### src/rtl/float32_to_uint_if.sv
// float32_to_uint_if
//   Groups the operand handshake and result/flag signals of float32_to_uint.
//   master: the producer side (drives the operand, observes results).
//   slave : the converter itself.
//   Signals:
//     i_data_in_valid  operand valid, only sampled while o_busy is low
//     i_data_in        binary32 operand {s, e[7:0], f[22:0]}
//     o_busy           converter holds a word
//     o_data_out       unsigned result, held until the next result
//     o_data_out_valid one-cycle pulse marking a new result and flags
//     o_overflow       positive value >= 2^W or +Inf, result saturated
//     o_invalid        NaN, -Inf or negative value with |x| >= 1, result 0
//     o_inexact        nonzero fraction discarded by truncation
interface float32_to_uint_if #(
  parameter int DATA_OUT_WIDTH = 8
);
  logic                      i_data_in_valid;
  logic [31:0]               i_data_in;
  logic                      o_busy;
  logic [DATA_OUT_WIDTH-1:0] o_data_out;
  logic                      o_data_out_valid;
  logic                      o_overflow;
  logic                      o_invalid;
  logic                      o_inexact;

  modport master (
    output i_data_in_valid,
    output i_data_in,
    input  o_busy,
    input  o_data_out,
    input  o_data_out_valid,
    input  o_overflow,
    input  o_invalid,
    input  o_inexact
  );

  modport slave (
    input  i_data_in_valid,
    input  i_data_in,
    output o_busy,
    output o_data_out,
    output o_data_out_valid,
    output o_overflow,
    output o_invalid,
    output o_inexact
  );
endinterface

### src/rtl/float32_to_uint.sv
// float32_to_uint
//   Converts an IEEE-754 binary32 operand to a DATA_OUT_WIDTH-bit unsigned
//   integer, truncating toward zero, saturating on overflow and flagging
//   invalid / overflow / inexact conditions. One word in flight; the
//   significand is aligned one bit position per cycle.
//   Ports:
//     clk      rising-edge clock
//     reset_n  synchronous active-low reset
//     bus      float32_to_uint_if.slave (operand handshake, result, flags)
//
//   state  | meaning
//   IDLE   | waiting for an operand, o_busy low
//   UNPACK | classify operand; specials resolved here, normals load aligner
//   ALIGN  | shift significand left once per cycle until cnt reaches 0
//   PACK   | write result and all flags, raise o_data_out_valid
//   DONE   | drop o_data_out_valid, return to IDLE
module float32_to_uint #(
  parameter int DATA_OUT_WIDTH = 8
) (
  input  logic               clk,
  input  logic               reset_n,
  float32_to_uint_if.slave   bus
);

  localparam int W  = DATA_OUT_WIDTH;
  localparam int RW = W + 23;
  localparam logic [8:0] W9 = 9'(W);

  generate
    if (W < 1 || W > 32) begin : g_bad_width
      $error("float32_to_uint: DATA_OUT_WIDTH must be within 1..32");
    end
  endgenerate

  typedef enum logic [2:0] {
    S_IDLE,
    S_UNPACK,
    S_ALIGN,
    S_PACK,
    S_DONE
  } state_t;

  state_t          state_q, state_d;
  logic [31:0]     opnd_q, opnd_d;
  logic [RW-1:0]   r_q, r_d;
  logic [4:0]      cnt_q, cnt_d;
  // Special-case outcome decided in UNPACK, consumed in PACK.
  logic            spec_q, spec_d;
  logic            sp_ovf_q, sp_ovf_d;
  logic            sp_inv_q, sp_inv_d;
  logic            sp_inx_q, sp_inx_d;
  logic [W-1:0]    data_out_q, data_out_d;
  logic            valid_q, valid_d;
  logic            ovf_q, ovf_d;
  logic            inv_q, inv_d;
  logic            inx_q, inx_d;

  logic            op_s;
  logic [7:0]      op_e;
  logic [22:0]     op_f;
  logic [8:0]      k_wide;

  assign op_s   = opnd_q[31];
  assign op_e   = opnd_q[30:23];
  assign op_f   = opnd_q[22:0];
  // Unbiased exponent; only meaningful once e >= 127 has been established.
  assign k_wide = {1'b0, op_e} - 9'd127;

  always_ff @(posedge clk) begin
    if (!reset_n) begin
      state_q    <= S_IDLE;
      opnd_q     <= '0;
      r_q        <= '0;
      cnt_q      <= '0;
      spec_q     <= 1'b0;
      sp_ovf_q   <= 1'b0;
      sp_inv_q   <= 1'b0;
      sp_inx_q   <= 1'b0;
      data_out_q <= '0;
      valid_q    <= 1'b0;
      ovf_q      <= 1'b0;
      inv_q      <= 1'b0;
      inx_q      <= 1'b0;
    end else begin
      state_q    <= state_d;
      opnd_q     <= opnd_d;
      r_q        <= r_d;
      cnt_q      <= cnt_d;
      spec_q     <= spec_d;
      sp_ovf_q   <= sp_ovf_d;
      sp_inv_q   <= sp_inv_d;
      sp_inx_q   <= sp_inx_d;
      data_out_q <= data_out_d;
      valid_q    <= valid_d;
      ovf_q      <= ovf_d;
      inv_q      <= inv_d;
      inx_q      <= inx_d;
    end
  end

  always_comb begin
    state_d    = state_q;
    opnd_d     = opnd_q;
    r_d        = r_q;
    cnt_d      = cnt_q;
    spec_d     = spec_q;
    sp_ovf_d   = sp_ovf_q;
    sp_inv_d   = sp_inv_q;
    sp_inx_d   = sp_inx_q;
    data_out_d = data_out_q;
    valid_d    = valid_q;
    ovf_d      = ovf_q;
    inv_d      = inv_q;
    inx_d      = inx_q;

    case (state_q)
      S_IDLE: begin
        if (bus.i_data_in_valid) begin
          opnd_d  = bus.i_data_in;
          state_d = S_UNPACK;
        end
      end

      S_UNPACK: begin
        spec_d   = 1'b1;
        sp_ovf_d = 1'b0;
        sp_inv_d = 1'b0;
        sp_inx_d = 1'b0;
        state_d  = S_PACK;
        if (op_e == 8'hFF) begin
          if (op_f != 23'd0) sp_inv_d = 1'b1;
          else if (!op_s)    sp_ovf_d = 1'b1;
          else               sp_inv_d = 1'b1;
        end else if (op_e == 8'd0 && op_f == 23'd0) begin
          // signed zero: plain 0, no flags
        end else if (op_e < 8'd127) begin
          // nonzero magnitude below 1, either sign, denormals included
          sp_inx_d = 1'b1;
        end else if (op_s) begin
          sp_inv_d = 1'b1;
        end else if (k_wide >= W9) begin
          sp_ovf_d = 1'b1;
        end else begin
          spec_d        = 1'b0;
          r_d           = '0;
          r_d[23:0]     = {1'b1, op_f};
          cnt_d         = k_wide[4:0];
          state_d       = S_ALIGN;
        end
      end

      S_ALIGN: begin
        if (cnt_q == 5'd0) begin
          state_d = S_PACK;
        end else begin
          r_d   = r_q << 1;
          cnt_d = cnt_q - 5'd1;
        end
      end

      S_PACK: begin
        if (spec_q) begin
          data_out_d = sp_ovf_q ? '1 : '0;
          inx_d      = sp_inx_q;
        end else begin
          data_out_d = r_q[RW-1:23];
          inx_d      = |r_q[22:0];
        end
        ovf_d   = sp_ovf_q;
        inv_d   = sp_inv_q;
        valid_d = 1'b1;
        state_d = S_DONE;
      end

      S_DONE: begin
        valid_d = 1'b0;
        state_d = S_IDLE;
      end

      default: begin
        state_d = S_IDLE;
      end
    endcase
  end

  assign bus.o_busy           = (state_q != S_IDLE);
  assign bus.o_data_out       = data_out_q;
  assign bus.o_data_out_valid = valid_q;
  assign bus.o_overflow       = ovf_q;
  assign bus.o_invalid        = inv_q;
  assign bus.o_inexact        = inx_q;

endmodule

### src/flat_wrapper.sv
// flat-port wrapper written by rule: the top's interface ports become plain ports
module float32_to_uint_flat 
#(
  parameter int DATA_OUT_WIDTH = 8
)
  (clk, reset_n, bus_i_data_in_valid, bus_i_data_in, bus_o_busy, bus_o_data_out, bus_o_data_out_valid, bus_o_overflow, bus_o_invalid, bus_o_inexact);
  float32_to_uint_if #(.DATA_OUT_WIDTH(DATA_OUT_WIDTH)) bus_i ();
  input  logic clk;
  input  logic reset_n;
  input wire logic [$bits(bus_i.i_data_in_valid)-1:0] bus_i_data_in_valid;
  input wire logic [$bits(bus_i.i_data_in)-1:0] bus_i_data_in;
  output wire logic [$bits(bus_i.o_busy)-1:0] bus_o_busy;
  output wire logic [$bits(bus_i.o_data_out)-1:0] bus_o_data_out;
  output wire logic [$bits(bus_i.o_data_out_valid)-1:0] bus_o_data_out_valid;
  output wire logic [$bits(bus_i.o_overflow)-1:0] bus_o_overflow;
  output wire logic [$bits(bus_i.o_invalid)-1:0] bus_o_invalid;
  output wire logic [$bits(bus_i.o_inexact)-1:0] bus_o_inexact;
  assign bus_i.i_data_in_valid = bus_i_data_in_valid;
  assign bus_i.i_data_in = bus_i_data_in;
  assign bus_o_busy = bus_i.o_busy;
  assign bus_o_data_out = bus_i.o_data_out;
  assign bus_o_data_out_valid = bus_i.o_data_out_valid;
  assign bus_o_overflow = bus_i.o_overflow;
  assign bus_o_invalid = bus_i.o_invalid;
  assign bus_o_inexact = bus_i.o_inexact;
  float32_to_uint #(.DATA_OUT_WIDTH(DATA_OUT_WIDTH)) u_core (.clk(clk), .reset_n(reset_n), .bus(bus_i));
endmodule
### config.mk
export PLATFORM = sky130hd
export DESIGN_NAME = float32_to_uint_flat
export DESIGN_NICKNAME = d
export VERILOG_FILES = /design/src/rtl/float32_to_uint_if.sv /design/src/rtl/float32_to_uint.sv /design/src/flat_wrapper.sv
export SDC_FILE = /design/constraint.sdc
export NUM_CORES = 1
export LEC_CHECK = 0
export ABC_AREA = 1
export CAP_MARGIN = 5
export CORE_ASPECT_RATIO = 1.75
export CORE_UTILIZATION = 30
export DETAILED_ROUTE_END_ITERATION = 8
export GPL_ROUTABILITY_DRIVEN = 0
export PLACE_DENSITY = 0.47
export SYNTH_ARGS = -nofsm -noshare
export SYNTH_HDL_FRONTEND = slang
export SYNTH_SLANG_ARGS = --single-unit
### constraint.sdc
create_clock -name clk -period 3.7 [get_ports clk]
set_clock_uncertainty 0.1 [all_clocks]
set_input_delay 0.74 -clock clk [delete_from_list [all_inputs] [get_ports clk]]
set_output_delay 0.74 -clock clk [all_outputs]
set_load 0.05 [all_outputs]
# After elaboration in Yosys (flattened, before gate mapping)

Cells that the tools add are included.

Flip-flop bits (word level): 87
Output and inout port bits: 13

Eq/ne operators: 13
Multiplexer cells: 45
Add/sub/neg operators: 2
Reduce and logical (&&, ||, !) cells: 13
$lt $le $gt $ge: 2

Operator list:

| operator                                                               | number |
|---|---|
| 31-bit two-way mux                                                     | 6 |
| 31-bit case mux with 2 select lines                                    | 1 |
| 5-bit two-way mux                                                      | 6 |
| 23-bit zero test                                                       | 1 |
| 23-bit nonzero test                                                    | 1 |
| 23-bit OR reduction                                                    | 1 |
| 1-bit two-way mux                                                      | 21 |
| 3-bit two-way mux                                                      | 6 |
| 8-bit two-way mux                                                      | 2 |
| 2-bit != test (second input constant)                                  | 7 |
| 3-bit case mux with 4 select lines                                     | 1 |
| 5-bit case mux with 2 select lines                                     | 1 |
| 9-bit by 4-bit >= comparator with 1-bit output (second input constant) | 1 |
| 8-bit by 7-bit subtractor with 9-bit output (second input constant)    | 1 |
| 8-bit equality test (second input constant)                            | 1 |
| 8-bit zero test                                                        | 1 |
| 8-bit by 7-bit < comparator with 1-bit output (second input constant)  | 1 |
| 7-bit AND reduction                                                    | 1 |
| 3-bit by 2-bit equality test with 1-bit output (second input constant) | 2 |
| 5-bit zero test                                                        | 1 |
| 5-bit by 1-bit subtractor with 5-bit output (second input constant)    | 1 |
| 2-bit AND reduction                                                    | 2 |
| 2-bit nonzero test                                                     | 2 |
| 3-bit by 1-bit equality test with 1-bit output (second input constant) | 1 |
| other kinds (6)                                                        | 6 |

# Longest topological paths before layout

Gate-level depths: netlist of the first run.

Depth in word-level cells: 8
Mapped depth: 13

# Worst setup path after synthesis of the first run

Ideal clock, no wire load.

Path kind: reg2reg
Start point: register u_core.opnd_q[23]
End point: register u_core.cnt_q[1]
Clock period less this slack: 1744 ps
Required time: 3487 ps
Slack: 1956 ps
Buffers on the path: 1
Data arrival time: 1531 ps
Cell stages (with the launch flop): 13
Cell sequence: dfxtp_1 > ha_1 > nand2_1 > inv_1 > nand3_1 > nand2_1 > nor2_1 > nand4_2 > nand2_4 > nand2_4 > buf_2 > nor2_1 > nor2_1

Cells in the longest elaborated chain, start to end: 7
Elaborated cells between the ends (all ways): 17
Those cells by class: 1 x add/sub; 2 x order compare; 5 x eq/ne; 6 x mux; 3 x reduce/logical

RTL lines:

| item                                                                                                | RTL line              | text |
|---|---|---|
| start, declared                                                                                     | float32_to_uint.sv:44 | `logic [31:0] opnd_q, opnd_d;` |
| start signal, assigned                                                                              | float32_to_uint.sv:86 | `opnd_q <= opnd_d;` |
| parallel branches: the longest is 7 deep, another holds 8-bit by 7-bit subtractor with 9-bit output | --                    |  |
| end signal, assigned                                                                                | float32_to_uint.sv:88 | `cnt_q <= cnt_d;` |
| end, declared                                                                                       | float32_to_uint.sv:46 | `logic [4:0] cnt_q, cnt_d;` |

Several ways; the timed one is not identified. The select of a mux whose other input is x is not followed.
A chain may end at the register's enable or synchronous reset.

# Worst setup path in the final report of the first run

Start point: register u_core.state_q[2]
End point: output bus_o_busy

Cells in the longest elaborated chain, start to end: 1

RTL lines:

| item                   | RTL line               | text |
|---|---|---|
| start, declared        | float32_to_uint.sv:43  | `state_t state_q, state_d;` |
| start signal, assigned | float32_to_uint.sv:85  | `state_q <= state_d;` |
| 3-bit nonzero test     | float32_to_uint.sv:186 | `assign bus.o_busy = (state_q != S_IDLE);` |
| end, declared          | flat_wrapper.sv:12     | `output wire logic [$bits(bus_i.o_busy)-1:0] bus_o_busy;` |

Every way passes these cells.

==> run summary, run 1 <==
Synth Cell Area -> 0.00408 mm²
DP HPWL -> 6780 µm
Met2 GRT Util -> 26.9%
DRC viols -> 0
Setup crit start kind -> flop
# Max-Cap Violations -> 0
Period utilization -> 71.6%
Root Buffer -> clkbuf_16
DR WL/cell -> 12.0 µm
First-pass GRT wire length -> 16300 µm
Fin. Hold Viols -> 0
RR Startpoint -> u_core.state_q[2]
Core area -> 0.0133 mm²
Fin Hold WS -> 0.367 ns
Critical Path AT -> 1.81 ns
Grt total ovfl -> 0
CTS tree -> built
FMAX -> 377 MHz
CP required -> 2.86 ns
Mapped Cells -> 596
Nets@finish -> 666
Clk_lat worst skew -> 0.34 ns
Peak VDD IR -> 0.000276 V
Final Util -> 37.4%
Status -> finished, final reports clean
Largest net degree at the start of global routing -> 65
Post-CTS setup buffer count -> 0
Vias in the first global route -> 3531
Num CTS Buffers -> 9
Clk slew on worst S/H paths -> 0.06 ns
Initial antenna violation count -> 0
Max_slew headroom -> 27.9%
IO Count -> 48
Met1 Use GR -> 16.5%
CP Capture Type -> output pin
Post-layout minimum cycle time -> 2.65 ns
Commonest non-fill, non-tap cell in the layout -> nand2_1
Ys Warns -> 0
Die area -> 0.0141 mm²
Area delta synth->final -> 22.0%
Reg2Reg Depth -> 9
Sink Count -> 87
Number of synthesized register bits -> 87
Most frequent cells in the layout -> nand2_1, nor2_1, dfxtp_1
Netlist cell types -> 33
Critical path class -> flop to output pin
DIE HEIGHT -> 156 µm
Sequential share of the synthesized area -> 42.7%
Number of hold buffers added after CTS -> 0
Worst Path Max Fanout -> 5
Initial core utilization -> 30.6%
Crit path to -> bus_o_busy
Via density per instance -> 4.57
Fill count -> 1482
Layout cells sized above 1 -> 5.06%
Antenna viol nets, final -> 0
Worst Setup SP -> u_core.state_q[2]
Synthesized Nets -> 635
CTS resizes -> 0
IO Port Bufs -> 47
Die span in x -> 90.1 µm
DRT Pass-1 Iters -> 4
Worst Hold Class -> flop to flop
H-tree depth -> 3
Site Rows -> 56
GRT Total Usage -> 14.6%
Final Max Tran Viols -> 0
# diodes -> 0
RSZ-0062 raised after global routing -> no
Setup Total Neg Slack -> 0 ns
Reg2reg end -> u_core.cnt_q[3]
GR peak layer -> met2
Pin slew with the least headroom to its limit -> 1.08 ns
PD cells -> 762 mW/mm²
Leak Pwr -> 2.12 nW
Power Total -> 3.79 mW
R2r setup slk -> 1.14 ns
Final setup violating endpoints -> 0
Synthesized area per cell -> 6.84 µm²
GR Layer Usage met3 -> 3.01%
Via count -> 3685
Initial DRC Count -> 148
Routed WL -> 9650 µm
Clk buf depth -> 2
[sequential cells by signal (all words and copies together), names as in the netlist]
register and count:
u_core.cnt_q 5, u_core.state_q 3, u_core.r_q 31, u_core.sp_ovf_q 1, u_core.bus.o_invalid 1, u_core.bus.o_data_out_valid 1, u_core.bus.o_inexact 1, u_core.sp_inx_q 1
u_core.opnd_q 32, u_core.bus.o_data_out 8, u_core.spec_q 1, u_core.sp_inv_q 1, u_core.bus.o_overflow 1
[through the flow]
| step | setup slack, ns | area (µm²) | cells |
|---|---|---|---|
| 2_1_floorplan | 1.96 | 4080 | 596 |
| 3_3_place_gp | 0.812 | 4640 | 790 |
| 3_5_place_dp | 0.738 | 4640 | 790 |
| 4_1_cts | 1.00 | 4970 | 806 |
| 5_1_grt | 0.804 | 4970 | 806 |
| 6_report | 1.05 | 4970 | 806 |
[routing by layer]
metal  up-vias  wire length, µm
met3         7              247
met5         -                0
met2        55             4940
met1      1647             4320
met4         0              144
li1       1976                -
[where the power goes]
group	internal (mW)	switching (mW)
clock network	0.601	0.400
registers	1.21	0.171
logic	0.495	0.912
[cells in the mapped netlist (all sizes together)]
cell type / n / area share, %
nand2: 126 / 12
inv: 69 / 6.4
o21ai: 71 / 8.7
nand4: 11 / 1.8
nand3b: 2 / 0.37
nand3: 24 / 2.9
xnor2: 1 / 0.21
nor4: 6 / 0.92
and3: 1 / 0.15
ha: 4 / 1.2
a211oi: 1 / 0.18
o31ai: 2 / 0.37
dfxtp: 87 / 43
a21oi: 46 / 5.6
a311oi: 1 / 0.21
o211ai: 1 / 0.18
o21bai: 2 / 0.37
buf: 16 / 2.5
nor3: 2 / 0.52
clkinv: 3 / 0.28
o22ai: 1 / 0.15
nor2: 92 / 8.7
a31oi: 9 / 1.4
clkbuf: 16 / 1.5
xor2: 2 / 0.43
[critical path, stage by stage, from the launching register on]
cell,delay [ns]
dfxtp_1,0.45
nor2_1,0.13
nand2_1,0.09
clkdlybuf4s50_1,0.80
[final cells by class]
cell class | count | area, µm² | area share [%]
flip-flops and latches | 87 | 1740 | 35.0
clock buffers | 9 | 225 | 4.53
repair buffers | 52 | 503 | 10.1
well taps | 174 | 218 | 4.38
clock inverters | 7 | 104 | 2.09
multi-input cells | 405 | 1910 | 38.4
inverters | 72 | 270 | 5.43
[logic make-up (layout without fill, tap and decap cells)]
group / after synthesis / in the layout / share of synthesized area [%]
AO/OA/AOI/OAI: 134 / 134 / 17.2
flip-flops: 87 / 87 / 42.7
adder cells (fa/ha/maj): 4 / 4 / 1.23
AND/OR/NAND/NOR: 264 / 264 / 27.6
buffers and inverters: 104 / 140 / 10.6
XOR/XNOR: 3 / 3 / 0.644
[how the worst min path moves through the flow]
| stage | slack (ns) | start | cells past startpoint | to |
|---|---|---|---|---|
| after floorplan | 0.34 | u_core.opnd_q[12] | 2 | u_core.opnd_q[12] |
| after global placement | 0.36 | u_core.opnd_q[14] | 2 | u_core.opnd_q[14] |
| final | 0.37 | u_core.opnd_q[6] | 2 | u_core.opnd_q[6] |
| after global routing | 0.40 | u_core.opnd_q[13] | 2 | u_core.opnd_q[13] |
| after CTS | 0.37 | u_core.opnd_q[14] | 2 | u_core.opnd_q[14] |
| after detailed placement | 0.36 | u_core.opnd_q[14] | 2 | u_core.opnd_q[14] |
No activity file was read; power rests on OpenSTA's default activity.
==> run 2: changes to the inputs <==
==> constraint.sdc (replaced) <==
create_clock -name clk -period 2.7 [get_ports clk]
set_clock_uncertainty 0.1 [all_clocks]
set_input_delay 0.54 -clock clk [delete_from_list [all_inputs] [get_ports clk]]
set_output_delay 0.54 -clock clk [all_outputs]
set_load 0.05 [all_outputs]
==> run summary, run 2 (synthesis results as in run 1) <==
Power Total -> 5.32 mW
Core area -> 0.0133 mm²
Via density per instance -> 4.59
Biggest register -> u_core.opnd_q
PD cells -> 1060 mW/mm²
Max stage delay on crit path -> 0.80 ns
CTS tree -> built
Max_slew headroom -> 65.0%
Clk slew on worst S/H paths -> 0.06 ns
Net Switching -> 2.02 mW
Largest net degree at the start of global routing -> 65
Die span in x -> 90.1 µm
Initial core utilization -> 30.6%
Leak Pwr -> 2.16 nW
Initial DRC Count -> 85
CTS resizes -> 0
Pin slew with the least headroom to its limit -> 0.524 ns
Final Max Tran Viols -> 0
GR peak layer -> met2
Critical Path AT -> 1.83 ns
DR WL/cell -> 11.9 µm
Power Internal -> 3.30 mW
Initial antenna violation count -> 0
Grt total ovfl -> 0
Most frequent cells in the layout -> nand2_1, nor2_1, dfxtp_1
DIE HEIGHT -> 156 µm
Setup Total Neg Slack -> 0 ns
Post-layout minimum cycle time -> 2.47 ns
Period utilization -> 91.3%
CP Cell Sequence -> nor2_1, nand2_1, clkdlybuf4s50_1
IO Count -> 48
Post-CTS setup buffer count -> 0
Num CTS Buffers -> 9
Routed WL -> 9670 µm
Number of hold buffers added after CTS -> 0
Nets@finish -> 669
Comb pwr share -> 36.9%
# diodes -> 0
H-tree depth -> 3
GR Layer Usage met3 -> 3.11%
Clk buf depth -> 2
Root Buffer -> clkbuf_16
Clk_lat worst skew -> 0.34 ns
Critical-path cell with the highest stage delay -> clkdlybuf4s50_1
DRT Pass-1 Iters -> 4
CP Capture Type -> output pin
Peak VDD IR -> 0.000355 V
Sink Count -> 87
Fin. Hold Viols -> 0
Vias in the first global route -> 3556
Critical path class -> flop to output pin
Worst Path Max Fanout -> 5
Final setup violating endpoints -> 0
Setup crit start kind -> flop
Die area -> 0.0141 mm²
Switching fraction of total power -> 38.0%
GRT Total Usage -> 14.5%
Met1 Use GR -> 15.7%
Clk pwr share -> 27.5%
Final Util -> 37.8%
FMAX -> 406 MHz
Via count -> 3715
CP required -> 2.06 ns
Worst Hold Class -> flop to flop
Sequential power share -> 35.6%
Layout cells sized above 1 -> 5.51%
Area delta synth->final -> 23.4%
IO Port Bufs -> 47
Status -> finished, final reports clean
Commonest non-fill, non-tap cell in the layout -> nand2_1
Antenna viol nets, final -> 0
DP HPWL -> 6770 µm
Max reg flops -> 32
DRC viols -> 0
First-pass GRT wire length -> 16400 µm
RSZ-0062 raised after global routing -> no
Site Rows -> 56
# Max-Cap Violations -> 0
Met2 GRT Util -> 27.5%
-- run 2: worst max-delay path: cells and delay by family, from the launching register on --
kind	cells	cell delay (ns)
buffers and inverters	1	0.80
and+or+nand+nor	2	0.23
DFF	1	0.46
-- run 2: stage by stage --
| stage | worst slack [ns] | hold WS, ns | std cells | area, µm² |
|---|---|---|---|---|
| 3_3_place_gp | 0.600 | 0.359 | 793 | 4680 |
| 6_report | 0.234 | 0.370 | 809 | 5030 |
| 4_1_cts | 0.201 | 0.374 | 809 | 5030 |
| 5_1_grt | 0.108 | 0.399 | 809 | 5030 |
| 2_1_floorplan | 0.956 | 0.344 | 596 | 4080 |
| 3_5_place_dp | 0.517 | 0.365 | 793 | 4680 |
-- run 2: area by class of cell --
class / instances / area (µm²)
Fill cell: 1495 / 8280
Multi-Input combinational cell: 405 / 1910
Sequential cell: 87 / 1740
Timing Repair Buffer: 55 / 538
Inverter: 72 / 270
Clock buffer: 10 / 239
Tap cell: 174 / 218
Clock inverter: 6 / 115
-- run 2: metal layers --
| metal | wire [µm] | vias up |
|---|---|---|
| met1 | 4200 | 1659 |
| met5 | 0 | - |
| li1 | - | 1989 |
| met4 | 150 | 0 |
| met3 | 282 | 10 |
| met2 | 5030 | 57 |
-- run 2: power groups by stage --
stage          combinational [mW]  clock, mW  sequential, mW
2_1_floorplan                1.51          0            1.93
3_3_place_gp                 1.96          0            1.92
3_5_place_dp                 1.99          0            1.92
4_1_cts                      1.99       1.51            1.90
5_1_grt                      2.26       1.56            1.94
6_report                     1.96       1.46            1.90
-- run 2: worst paths after layout --
path,to,slack [ns],cells after the start,from
setup reg to reg,u_core.r_q[6],0.53,11,u_core.opnd_q[23]
hold reg to reg,u_core.opnd_q[14],0.37,2,u_core.opnd_q[14]
setup / recovery,bus_o_busy,0.23,3,u_core.state_q[2]
hold / removal,u_core.opnd_q[14],0.37,2,u_core.opnd_q[14]
